--- config.mk ---
export PLATFORM = sky130hd
export DESIGN_NAME = html_char_source
export DESIGN_NICKNAME = d
export VERILOG_FILES = /design/src/rtl/html_char_source.sv
export SDC_FILE = /design/constraint.sdc
export NUM_CORES = 1
export LEC_CHECK = 0
export CELL_PAD_IN_SITES_DETAIL_PLACEMENT = 0
export CELL_PAD_IN_SITES_GLOBAL_PLACEMENT = 2
export CORE_MARGIN = 3
export CORE_UTILIZATION = 37
export CTS_CLUSTER_DIAMETER = 80
export CTS_CLUSTER_SIZE = 40
export DETAILED_ROUTE_END_ITERATION = 7
export GPL_TIMING_DRIVEN = 0
export PLACE_DENSITY = 0.91
export SKIP_CTS_REPAIR_TIMING = 1
export SYNTH_ARGS = -nofsm -noshare
export SYNTH_HDL_FRONTEND = slang
export SYNTH_SLANG_ARGS = --single-unit
--- constraint.sdc ---
create_clock -name clock -period 3.7 [get_ports clock]
set_input_delay 0.74 -clock clock [delete_from_list [all_inputs] [get_ports clock]]
set_output_delay 0.74 -clock clock [all_outputs]
set_load 0.1 [all_outputs]
--- src/rtl/html_char_source.sv ---
// Prefetching byte feeder for html_parser: reads a page from a 1-cycle-latency ROM,
// collapses whitespace runs to one space and ends the page on NUL or after MAX_LEN bytes.
module html_char_source #(
    parameter int ADDR_W     = 12,
    parameter int BASE_ADDR  = 0,
    parameter int MAX_LEN    = 4095,
    parameter int FIFO_DEPTH = 4
) (
    input  logic              clock,
    input  logic              reset,
    input  logic              start,
    output logic [ADDR_W-1:0] rom_addr,
    output logic              rom_rd,
    input  logic [7:0]        rom_data,
    output logic [7:0]        char,
    output logic              char_valid,
    input  logic              next_char,
    output logic              has_finished,
    output logic              underrun
);
    localparam int PTR_W = $clog2(FIFO_DEPTH);
    localparam int OCC_W = PTR_W + 1;
    localparam int CNT_W = $clog2(MAX_LEN + 1);
    localparam logic [ADDR_W-1:0] BASE_A  = ADDR_W'(BASE_ADDR);
    localparam logic [CNT_W-1:0]  MAX_C   = CNT_W'(MAX_LEN);
    localparam logic [OCC_W:0]    DEPTH_L = (OCC_W + 1)'(FIFO_DEPTH);

    typedef enum logic [1:0] {S_IDLE, S_FETCH, S_DRAIN, S_DONE} state_t;

    state_t             r_state, w_state_nxt;
    logic [ADDR_W-1:0]  r_addr;
    logic [CNT_W-1:0]   r_count;
    logic               r_inflight, r_last_space, r_finished, r_underrun;
    logic [7:0]         r_fifo [FIFO_DEPTH];
    logic [PTR_W-1:0]   r_rd_ptr, r_wr_ptr, w_rd_ptr_nxt;
    logic [OCC_W-1:0]   r_occ, w_occ_nxt, w_occ_kept;
    logic [OCC_W:0]     w_level;
    logic [7:0]         r_char, w_head_nxt, w_push_data;
    logic               r_char_valid;
    logic               w_ret, w_is_space, w_term, w_push, w_pop, w_issue, w_start;

    // Return filter, issue decision and next FIFO head
    always_comb begin
        w_ret      = r_inflight && (r_state == S_FETCH);
        w_is_space = 1'b0;
        case (rom_data)
            8'h09, 8'h0A, 8'h0D, 8'h20: w_is_space = 1'b1;
            default:                    w_is_space = 1'b0;
        endcase
        w_term       = w_ret && (rom_data == 8'h00);
        w_push       = w_ret && !w_term && !(w_is_space && r_last_space);
        w_push_data  = w_is_space ? 8'h20 : rom_data;
        w_pop        = next_char && r_char_valid;
        w_level      = {1'b0, r_occ} + {{OCC_W{1'b0}}, r_inflight};
        // A terminator coming back stops fetching immediately so DRAIN has nothing to wait for
        w_issue      = (r_state == S_FETCH) && !w_term && (r_count < MAX_C) && (w_level < DEPTH_L);
        w_start      = start && ((r_state == S_IDLE) || (r_state == S_DONE));
        w_rd_ptr_nxt = w_pop ? (r_rd_ptr + PTR_W'(1)) : r_rd_ptr;
        w_occ_kept   = r_occ - {{(OCC_W-1){1'b0}}, w_pop};
        w_occ_nxt    = w_occ_kept + {{(OCC_W-1){1'b0}}, w_push};
        if (w_occ_nxt == '0) begin
            w_head_nxt = 8'h00;
        end else if (w_occ_kept == '0) begin
            w_head_nxt = w_push_data;
        end else begin
            w_head_nxt = r_fifo[w_rd_ptr_nxt];
        end
    end

    // Next-state logic
    always_comb begin
        w_state_nxt = r_state;
        case (r_state)
            S_IDLE:  if (start) w_state_nxt = S_FETCH; else w_state_nxt = S_IDLE;
            S_FETCH: if (w_term || (w_ret && (r_count == MAX_C))) w_state_nxt = S_DRAIN;
                     else w_state_nxt = S_FETCH;
            S_DRAIN: if ((r_occ == '0) && !r_inflight) w_state_nxt = S_DONE;
                     else w_state_nxt = S_DRAIN;
            S_DONE:  if (start) w_state_nxt = S_FETCH; else w_state_nxt = S_DONE;
            default: w_state_nxt = S_IDLE;
        endcase
    end

    // State register
    always_ff @(posedge clock) begin
        if (reset) r_state <= S_IDLE;
        else       r_state <= w_state_nxt;
    end

    // Fetch address, length count, filter memory and sticky status
    always_ff @(posedge clock) begin
        if (reset || w_start) begin
            r_addr       <= BASE_A;
            r_count      <= '0;
            r_inflight   <= 1'b0;
            r_last_space <= 1'b1;
            r_finished   <= 1'b0;
            r_underrun   <= 1'b0;
        end else begin
            r_inflight <= w_issue;
            if (w_issue) begin
                r_addr  <= r_addr + ADDR_W'(1);
                r_count <= r_count + CNT_W'(1);
            end
            if (w_push) r_last_space <= w_is_space;
            if ((r_state == S_DRAIN) && (w_state_nxt == S_DONE)) r_finished <= 1'b1;
            if (next_char && !r_char_valid) r_underrun <= 1'b1;
        end
    end

    // Prefetch buffer storage
    always_ff @(posedge clock) begin
        if (w_push) r_fifo[r_wr_ptr] <= w_push_data;
    end

    // Prefetch buffer pointers and registered head
    always_ff @(posedge clock) begin
        if (reset || w_start) begin
            r_rd_ptr     <= '0;
            r_wr_ptr     <= '0;
            r_occ        <= '0;
            r_char       <= 8'h00;
            r_char_valid <= 1'b0;
        end else begin
            if (w_push) r_wr_ptr <= r_wr_ptr + PTR_W'(1);
            r_rd_ptr     <= w_rd_ptr_nxt;
            r_occ        <= w_occ_nxt;
            r_char       <= w_head_nxt;
            r_char_valid <= (w_occ_nxt != '0);
        end
    end

    assign rom_addr     = r_addr;
    assign rom_rd       = w_issue;
    assign char         = r_char;
    assign char_valid   = r_char_valid;
    assign has_finished = r_finished;
    assign underrun     = r_underrun;

    html_char_source_chk #(.OCC_W(OCC_W), .FIFO_DEPTH(FIFO_DEPTH)) u_chk (
        .clock (clock),
        .reset (reset),
        .push  (w_push),
        .occ   (r_occ)
    );
endmodule

// Checker: the issue rule must never let a return land in a full prefetch buffer.
module html_char_source_chk #(
    parameter int OCC_W      = 3,
    parameter int FIFO_DEPTH = 4
) (
    input logic             clock,
    input logic             reset,
    input logic             push,
    input logic [OCC_W-1:0] occ
);
    // No push while full
    always_ff @(posedge clock) begin
        if (!reset) assert (!(push && (occ == OCC_W'(FIFO_DEPTH))));
    end
endmodule
==> results of run 1 <==
[cell usage after synthesis (all sizes together) (4+ instances only)]
cell,count
a211oi,13
a21o,4
a21oi,34
a311oi,5
and2,8
and3,19
buf,6
clkbuf,14
dfxtp,46
edfxtp,32
ha,14
inv,19
mux2i,17
nand2,31
nand3,16
nor2,16
nor3,4
o21ai,19
o2bb2ai,4
o31ai,5
or3,10
or4,7
xnor2,6
[through the flow]
step / power, mW / setup slack (ns)
3_3_place_gp: 1.17 / -0.689
6_report: 1.70 / 0.141
2_1_floorplan: 1.10 / 0.520
5_1_grt: 1.79 / -0.00525
3_5_place_dp: 1.17 / -0.670
4_1_cts: 1.72 / -0.680
[power groups by stage]
stage	Sequential, mW	Combinational (mW)	Clock (mW)
after detailed placement	0.937	0.238	0
after floorplan	0.994	0.110	0
final	0.917	0.239	0.544
after global placement	0.936	0.236	0
after CTS	0.917	0.238	0.566
after global routing	0.919	0.259	0.608
[worst min-delay path by stage]
stage	startpoint	to	slack (ns)	cells past startpoint
after global routing	has_finished	has_finished	0.52	2
final	has_finished	has_finished	0.47	2
after CTS	has_finished	has_finished	0.48	2
after floorplan	r_count[9]	r_count[9]	0.47	2
after global placement	has_finished	has_finished	0.45	2
after detailed placement	has_finished	has_finished	0.45	2
[area by class of cell]
cell class / instances / area, um2
clock buffers: 9 / 124
inverters: 19 / 71.3
well taps: 133 / 166
fillers: 949 / 5400
repair buffers: 35 / 348
plain buffers: 19 / 96.3
flip-flops and latches: 78 / 1880
multi-input cells: 262 / 1830
clock inverters: 6 / 36.3
[flip-flops by register name, summed over array words and instances, names as in the netlist, 2 cells and up]
signal	cells
char	8
r_count	12
r_fifo	32
r_occ	3
r_rd_ptr	2
r_state	2
r_wr_ptr	2
rom_addr	12
[critical path, cell delays in order]
cell and delay (ns):
sky130_fd_sc_hd__clkdlybuf4s50_1 0.67, sky130_fd_sc_hd__nor3_4 0.09, sky130_fd_sc_hd__a32o_1 0.28, sky130_fd_sc_hd__a21o_1 0.20, sky130_fd_sc_hd__buf_6 0.13, sky130_fd_sc_hd__buf_4 0.17, sky130_fd_sc_hd__inv_1 0.16, sky130_fd_sc_hd__clkbuf_4 0.37
[layer usage]
metal	GRT usage (%)	wire length [um]	up-vias
met3	4.18	358	13
met1	20.0	3990	1404
met5	0	0	-
li1	-	-	1498
met4	4.78	150	0
met2	26.3	4020	87
[placed cells by master, fill, tap and decap left out, types with 3 or more instances in the layout]
master                            instances
sky130_fd_sc_hd__a2111oi_0                3
sky130_fd_sc_hd__a211oi_1                13
sky130_fd_sc_hd__a21o_1                   4
sky130_fd_sc_hd__a21oi_1                 34
sky130_fd_sc_hd__a311oi_1                 5
sky130_fd_sc_hd__and2_1                   7
sky130_fd_sc_hd__and3_1                  19
sky130_fd_sc_hd__clkbuf_1                13
sky130_fd_sc_hd__clkbuf_8                 9
sky130_fd_sc_hd__clkdlybuf4s50_1         34
sky130_fd_sc_hd__clkinv_2                 3
sky130_fd_sc_hd__dfxtp_1                 46
sky130_fd_sc_hd__edfxtp_1                32
sky130_fd_sc_hd__ha_1                    14
sky130_fd_sc_hd__inv_1                   19
sky130_fd_sc_hd__mux2i_1                 17
sky130_fd_sc_hd__mux4_2                   3
sky130_fd_sc_hd__nand2_1                 31
sky130_fd_sc_hd__nand3_1                 16
sky130_fd_sc_hd__nor2_1                  16
sky130_fd_sc_hd__o21ai_0                 19
sky130_fd_sc_hd__o2bb2ai_1                4
sky130_fd_sc_hd__o31ai_1                  5
sky130_fd_sc_hd__or3_1                   10
sky130_fd_sc_hd__or4_1                    7
sky130_fd_sc_hd__xnor2_1                  6
[kinds of logic after synthesis]
family / Yosys count / synth area share (%)
and+or+nand+nor: 122 / 17.0
adders and majority gates: 14 / 4.54
xor gates and xnor gates: 8 / 2.21
DFF: 78 / 48.8
AOI/OAI and AO/OA: 97 / 16.5
buffers and inverters: 39 / 4.45
muxes: 21 / 6.46
==> summary.json, run 1 <==
{
  "run_status": "complete, no violations",
  "period_minus_slack_ns": 3.56,
  "cts_max_path_buffers": 2,
  "core_area_um2": 9950,
  "num_antenna_cells": 0,
  "maximum_fanout_along_the_worst_path": 10,
  "timing.max_slew.rel_slack_pct": 34.8,
  "power.density_nw_per_um2": 373,
  "yosys.area.top_type": "sky130_fd_sc_hd__edfxtp_1",
  "wire_length_of_the_first_global_routing_pass_um": 14300,
  "finish.utilization_pct": 45.7,
  "drt-total-wl_um": 8520,
  "io_pins": 36,
  "grt-ovfl-total": 0,
  "number_of_buffers_created_by_cts": 9,
  "num_vias": 3002,
  "max-vdd-ir-drop_mv": 0.156,
  "htree_levels": 3,
  "cts_tree": "done",
  "final_net_count": 450,
  "hold-worst-slack_ns": 0.472,
  "drt_iter0_drc": 146,
  "start_kind": "input pin",
  "post-route-cell-area_um2": 4550,
  "area_delta_synth_final_pct": 18.0,
  "remaining_drc_errors": 0,
  "cts_num_sinks": 78,
  "fraction_of_the_cycle_the_final_worst_path_needs_pct": 96.2,
  "number_of_antenna_violations_at_the_first_check_in_global_routing": 0,
  "power.clock.fraction_pct": 32.0,
  "grt_max_degree": 14,
  "rows": 36,
  "leading_register_cell_type_out_of_synthesis": "sky130_fd_sc_hd__dfxtp_1",
  "synthesis.area_per_instance_um2": 10.2,
  "syn-num-nets": 405,
  "path_clk_slew_ns": 0.08,
  "total_leakage_power_nw": 1.63,
  "post_drt_via_cell_ratio": 5.35,
  "timing.setup.tns_ns": 0,
  "die_h_um": 108,
  "yosys_register_bits": 78,
  "timing.critical_path.to": "rom_rd",
  "worst_clock_skew_ns": 0.0177,
  "synth.distinct_cells": 48,
  "area_share_of_the_largest_cell_type_after_synthesis_pct": 24.9,
  "post_route_cells_drive_above_1_share_pct": 7.24,
  "route.antenna.remaining_nets": 0,
  "design.die.area_um2": 11700,
  "pwr-share-comb_pct": 14.0,
  "synth_edf_count": 32,
  "dpl.cell_count": 547,
  "post_route_non_filler_standard_cell_count": 561,
  "max_freq_mhz": 281,
  "report.final.setup_viol": 0,
  "switching_share_pct": 28.1,
  "grt_pass1_vias": 2991,
  "worst_hold_path_type": "register to register",
  "postPlaceCellArea_um2": 4370,
  "timing.critical_path.to_type": "primary output",
  "internal-power_mw": 1.22,
  "post_drt_wl_per_cell_um": 15.2,
  "synthArstFlopShare_pct": 0,
  "dp_hpwl_um": 6000,
  "yosysWarningCount": 0,
  "required_ns": 2.96,
  "slew_viol_final": 0,
  "hold_violations": 0,
  "grt_use_total_pct": 15.7,
  "synthesis.area_um2": 3860,
  "p_sw_uw": 478,
  "detail_route.first_pass.iterations": 4,
  "insertion_delay_ns": 0.34,
  "worst-r2r-cell-count": 11,
  "critPathArrivalTime_ns": 2.82,
  "slew_of_the_pin_with_the_lowest_slew_margin_ns": 0.976,
  "cts_root_buffer": "sky130_fd_sc_hd__clkbuf_8",
  "placer_s_final_routability_congestion_estimate": 0.799,
  "worstSetupPathType": "input pin to primary output",
  "initial_core_util_pct": 38.7,
  "dieWidth_um": 108,
  "crit-reg2reg-capture": "char[5]",
  "max-cap-violations": 0,
  "critical_path.startpoint": "rom_data[0]",
  "netlist_instances": 379,
  "power_frac_seq_pct": 54.0,
  "numPortBuffers": 35,
  "synth.yosys.seq_area_share_pct": 48.8,
  "internal_reg_to_reg_setup_slack_ns": 0.81,
  "crit-reg2reg-launch": "char_valid",
  "synth_area_leaders": "sky130_fd_sc_hd__edfxtp_1 25%, sky130_fd_sc_hd__dfxtp_1 24%, sky130_fd_sc_hd__ha_1 4.5%, sky130_fd_sc_hd__a21oi_1 4.4%, sky130_fd_sc_hd__mux2i_1 4.4%"
}
No activity file was read; power rests on OpenSTA's default activity.
==> run 2, diff against run 1 <==
--- a/config.mk
+++ b/config.mk
@@ -5,8 +5,10 @@
 export SDC_FILE = /design/constraint.sdc
 export NUM_CORES = 1
 export LEC_CHECK = 0
+export CAP_MARGIN = 30
 export CELL_PAD_IN_SITES_DETAIL_PLACEMENT = 0
 export CELL_PAD_IN_SITES_GLOBAL_PLACEMENT = 2
+export CORE_ASPECT_RATIO = 1.1
 export CORE_MARGIN = 3
 export CORE_UTILIZATION = 37
 export CTS_CLUSTER_DIAMETER = 80
==> summary.json, run 2 (same netlist as run 1, synthesis figures left out) <==
{
  "io_pins": {"value": 36, "change": "unchanged"},
  "route.antenna.remaining_nets": {"value": 0, "change": "unchanged"},
  "worst_clock_skew": {"value": 0.00985, "unit": "ns", "change": "-0.00789 ns"},
  "post_route_cells_drive_above_1_share": {"value": 7.46, "unit": "%", "change": "+0.22 points"},
  "path_clk_slew": {"value": 0.08, "unit": "ns", "change": "about the same"},
  "cts_root_buffer": "sky130_fd_sc_hd__clkbuf_8",
  "slowest_delay": {"value": 0.57, "unit": "ns", "change": "-0.10 ns"},
  "final_net_count": {"value": 450, "change": "unchanged"},
  "total_leakage_power": {"value": 1.65, "unit": "nW", "change": "+1.3%"},
  "number_of_buffers_created_by_cts": {"value": 9, "change": "unchanged"},
  "flip_flop_count_of_the_largest_register_after_layout": {"value": 32, "change": "unchanged"},
  "dpl.cell_count": {"value": 554, "change": "+1.3%"},
  "htree_levels": {"value": 3, "change": "unchanged"},
  "period_minus_slack": {"value": 3.56, "unit": "ns", "change": "+0.00471 ns"},
  "cts_tree": "done",
  "dp_hpwl": {"value": 6210, "unit": "um", "change": "+3.5%"},
  "initial_core_util": {"value": 38.4, "unit": "%", "change": "-0.30 points"},
  "timing.max_slew.rel_slack": {"value": 34.5, "unit": "%", "change": "-0.24 points"},
  "post-route-cell-area": {"value": 4590, "unit": "um2", "change": "+0.88%"},
  "detail_route.first_pass.iterations": {"value": 4, "change": "unchanged"},
  "cts_max_path_buffers": {"value": 2, "change": "unchanged"},
  "cts_num_sinks": {"value": 78, "change": "unchanged"},
  "footprint_of_the_multi_input_gates": {"value": 1830, "unit": "um2", "change": "unchanged"},
  "insertion_delay": {"value": 0.35, "unit": "ns", "change": "about the same"},
  "regArea": {"value": 1880, "unit": "um2", "change": "unchanged"},
  "post_route_non_filler_standard_cell_count": {"value": 569, "change": "+1.4%"},
  "postPlaceCellArea": {"value": 4380, "unit": "um2", "change": "+0.20%"},
  "wire_length_of_the_first_global_routing_pass": {"value": 14500, "unit": "um", "change": "+1.0%"},
  "post_drt_wl_per_cell": {"value": 15.6, "unit": "um", "change": "+2.5%"},
  "worstSetupPathType": "input pin to primary output",
  "worst_hold_path_type": "register to register",
  "layout.cells.most_common": "sky130_fd_sc_hd__dfxtp_1",
  "timing.setup.tns": {"value": 0, "unit": "ns", "change": "unchanged"},
  "run_status": "complete, no violations",
  "remaining_drc_errors": {"value": 0, "change": "unchanged"},
  "fraction_of_the_cycle_the_final_worst_path_needs": {"value": 96.3, "unit": "%", "change": "+0.13 points"},
  "fillerInstances": {"value": 964, "change": "+1.6%"},
  "num_antenna_cells": {"value": 0, "change": "unchanged"},
  "area_delta_synth_final_pct": 19.0,
  "post_drt_via_cell_ratio": {"value": 5.28, "change": "-1.2%"},
  "grt_use_total": {"value": 16.1, "unit": "%", "change": "+0.40 points"},
  "power.density": {"value": 386, "unit": "nW/um2", "change": "+3.3%"},
  "list_of_cells_traversed_by_the_critical_path": "clkdlybuf4s50_1 > nor3_4 > a32o_1 > a21o_1 > buf_6 > buf_4 > inv_1 > clkbuf_4",
  "grt-ovfl-total": {"value": 0, "change": "unchanged"},
  "slew_of_the_pin_with_the_lowest_slew_margin": {"value": 0.979, "unit": "ns", "change": "+0.00362 ns"},
  "dieWidth": {"value": 103, "unit": "um", "change": "-4.4%"},
  "required": {"value": 2.96, "unit": "ns", "change": "about the same"},
  "number_of_antenna_violations_at_the_first_check_in_global_routing": {"value": 0, "change": "unchanged"},
  "drt-total-wl": {"value": 8860, "unit": "um", "change": "+4.0%"},
  "max_freq": {"value": 281, "unit": "MHz", "change": "-0.13%"},
  "drt_iter0_drc": {"value": 133, "change": "-8.9%"},
  "slew_viol_final": {"value": 0, "change": "unchanged"},
  "numPortBuffers": {"value": 35, "change": "unchanged"},
  "start_kind": "input pin",
  "core_area": {"value": 10000, "unit": "um2", "change": "+0.78%"},
  "die_h": {"value": 113, "unit": "um", "change": "+4.6%"},
  "leading_cell_types_in_the_layout_fill_and_taps_excluded": "46 x sky130_fd_sc_hd__dfxtp_1, 34 x sky130_fd_sc_hd__a21oi_1, 33 x sky130_fd_sc_hd__clkdlybuf4s50_1",
  "critPathArrivalTime": {"value": 2.82, "unit": "ns", "change": "about the same"},
  "max-cap-violations": {"value": 0, "change": "unchanged"},
  "max-vdd-ir-drop": {"value": 0.145, "unit": "mV", "change": "-7.3%"},
  "design.die.area": {"value": 11700, "unit": "um2", "change": "about the same"},
  "grt_max_degree": {"value": 14, "change": "unchanged"},
  "num_vias": {"value": 3007, "change": "+0.17%"},
  "placer_s_final_routability_congestion_estimate": {"value": 0.772, "change": "-3.3%"},
  "report.final.setup_viol": {"value": 0, "change": "unchanged"},
  "standard_cell_with_the_maximum_stage_delay_on_the_critical_path": "sky130_fd_sc_hd__clkdlybuf4s50_1",
  "grt_pass1_vias": {"value": 2902, "change": "-3.0%"},
  "timing.critical_path.to_type": "primary output",
  "hold_violations": {"value": 0, "change": "unchanged"},
  "maximum_fanout_along_the_worst_path": {"value": 10, "change": "unchanged"},
  "largest-register": "r_fifo",
  "rows": {"value": 38, "change": "+5.6%"}
}
==> run 2: path summary, 6_finish.rpt <==
path,from,end,slack (ns),cells after the start
setup / recovery,rom_data[2],rom_rd,0.14,8
hold / removal,has_finished,has_finished,0.47,2
setup reg to reg,char_valid,char[5],0.89,11
hold reg to reg,has_finished,has_finished,0.47,2
==> run 2: area by class of cell <==
class	instances	area share, %
timing repair buffer	35	7.63
inverter	19	1.55
buffer	19	2.10
clock inverter	4	0.627
multi-input combinational	262	39.8
sequential	78	41.0
clock buffer	12	3.49
tap	140	3.82
==> run 2: through the flow <==
stage                     hold slack (ns)  utilization (%)  worst slack [ns]  power [mW]
final                               0.468             45.8             0.137        1.77
after global routing                0.518             45.8          -0.00830        1.84
after CTS                           0.474             45.6            -0.679        1.78
after detailed placement            0.456             43.7            -0.667        1.18
after global placement              0.450             43.7            -0.688        1.17
after floorplan                     0.465                -             0.520        1.10
==> run 2: power by group <==
| part | switching [mW] | internal [mW] |
|---|---|---|
| clock | 0.319 | 0.294 |
| sequential | 0.00924 | 0.907 |
| combinational | 0.165 | 0.0752 |
| total | 0.493 | 1.28 |
==> run 2: worst max-delay path: cells and delay by family <==
kind / cells / cell delay [ns]
buffers and inverters: 5 / 1.31
AOI/OAI and AO/OA: 2 / 0.44
and+or+nand+nor: 1 / 0.34
==> run 2: per-layer routing <==
metal / track usage (%) / wire (um)
met1: 20.2 / 3990
met3: 3.51 / 289
met4: 7.43 / 169
met2: 26.2 / 4420
met5: 0 / 0
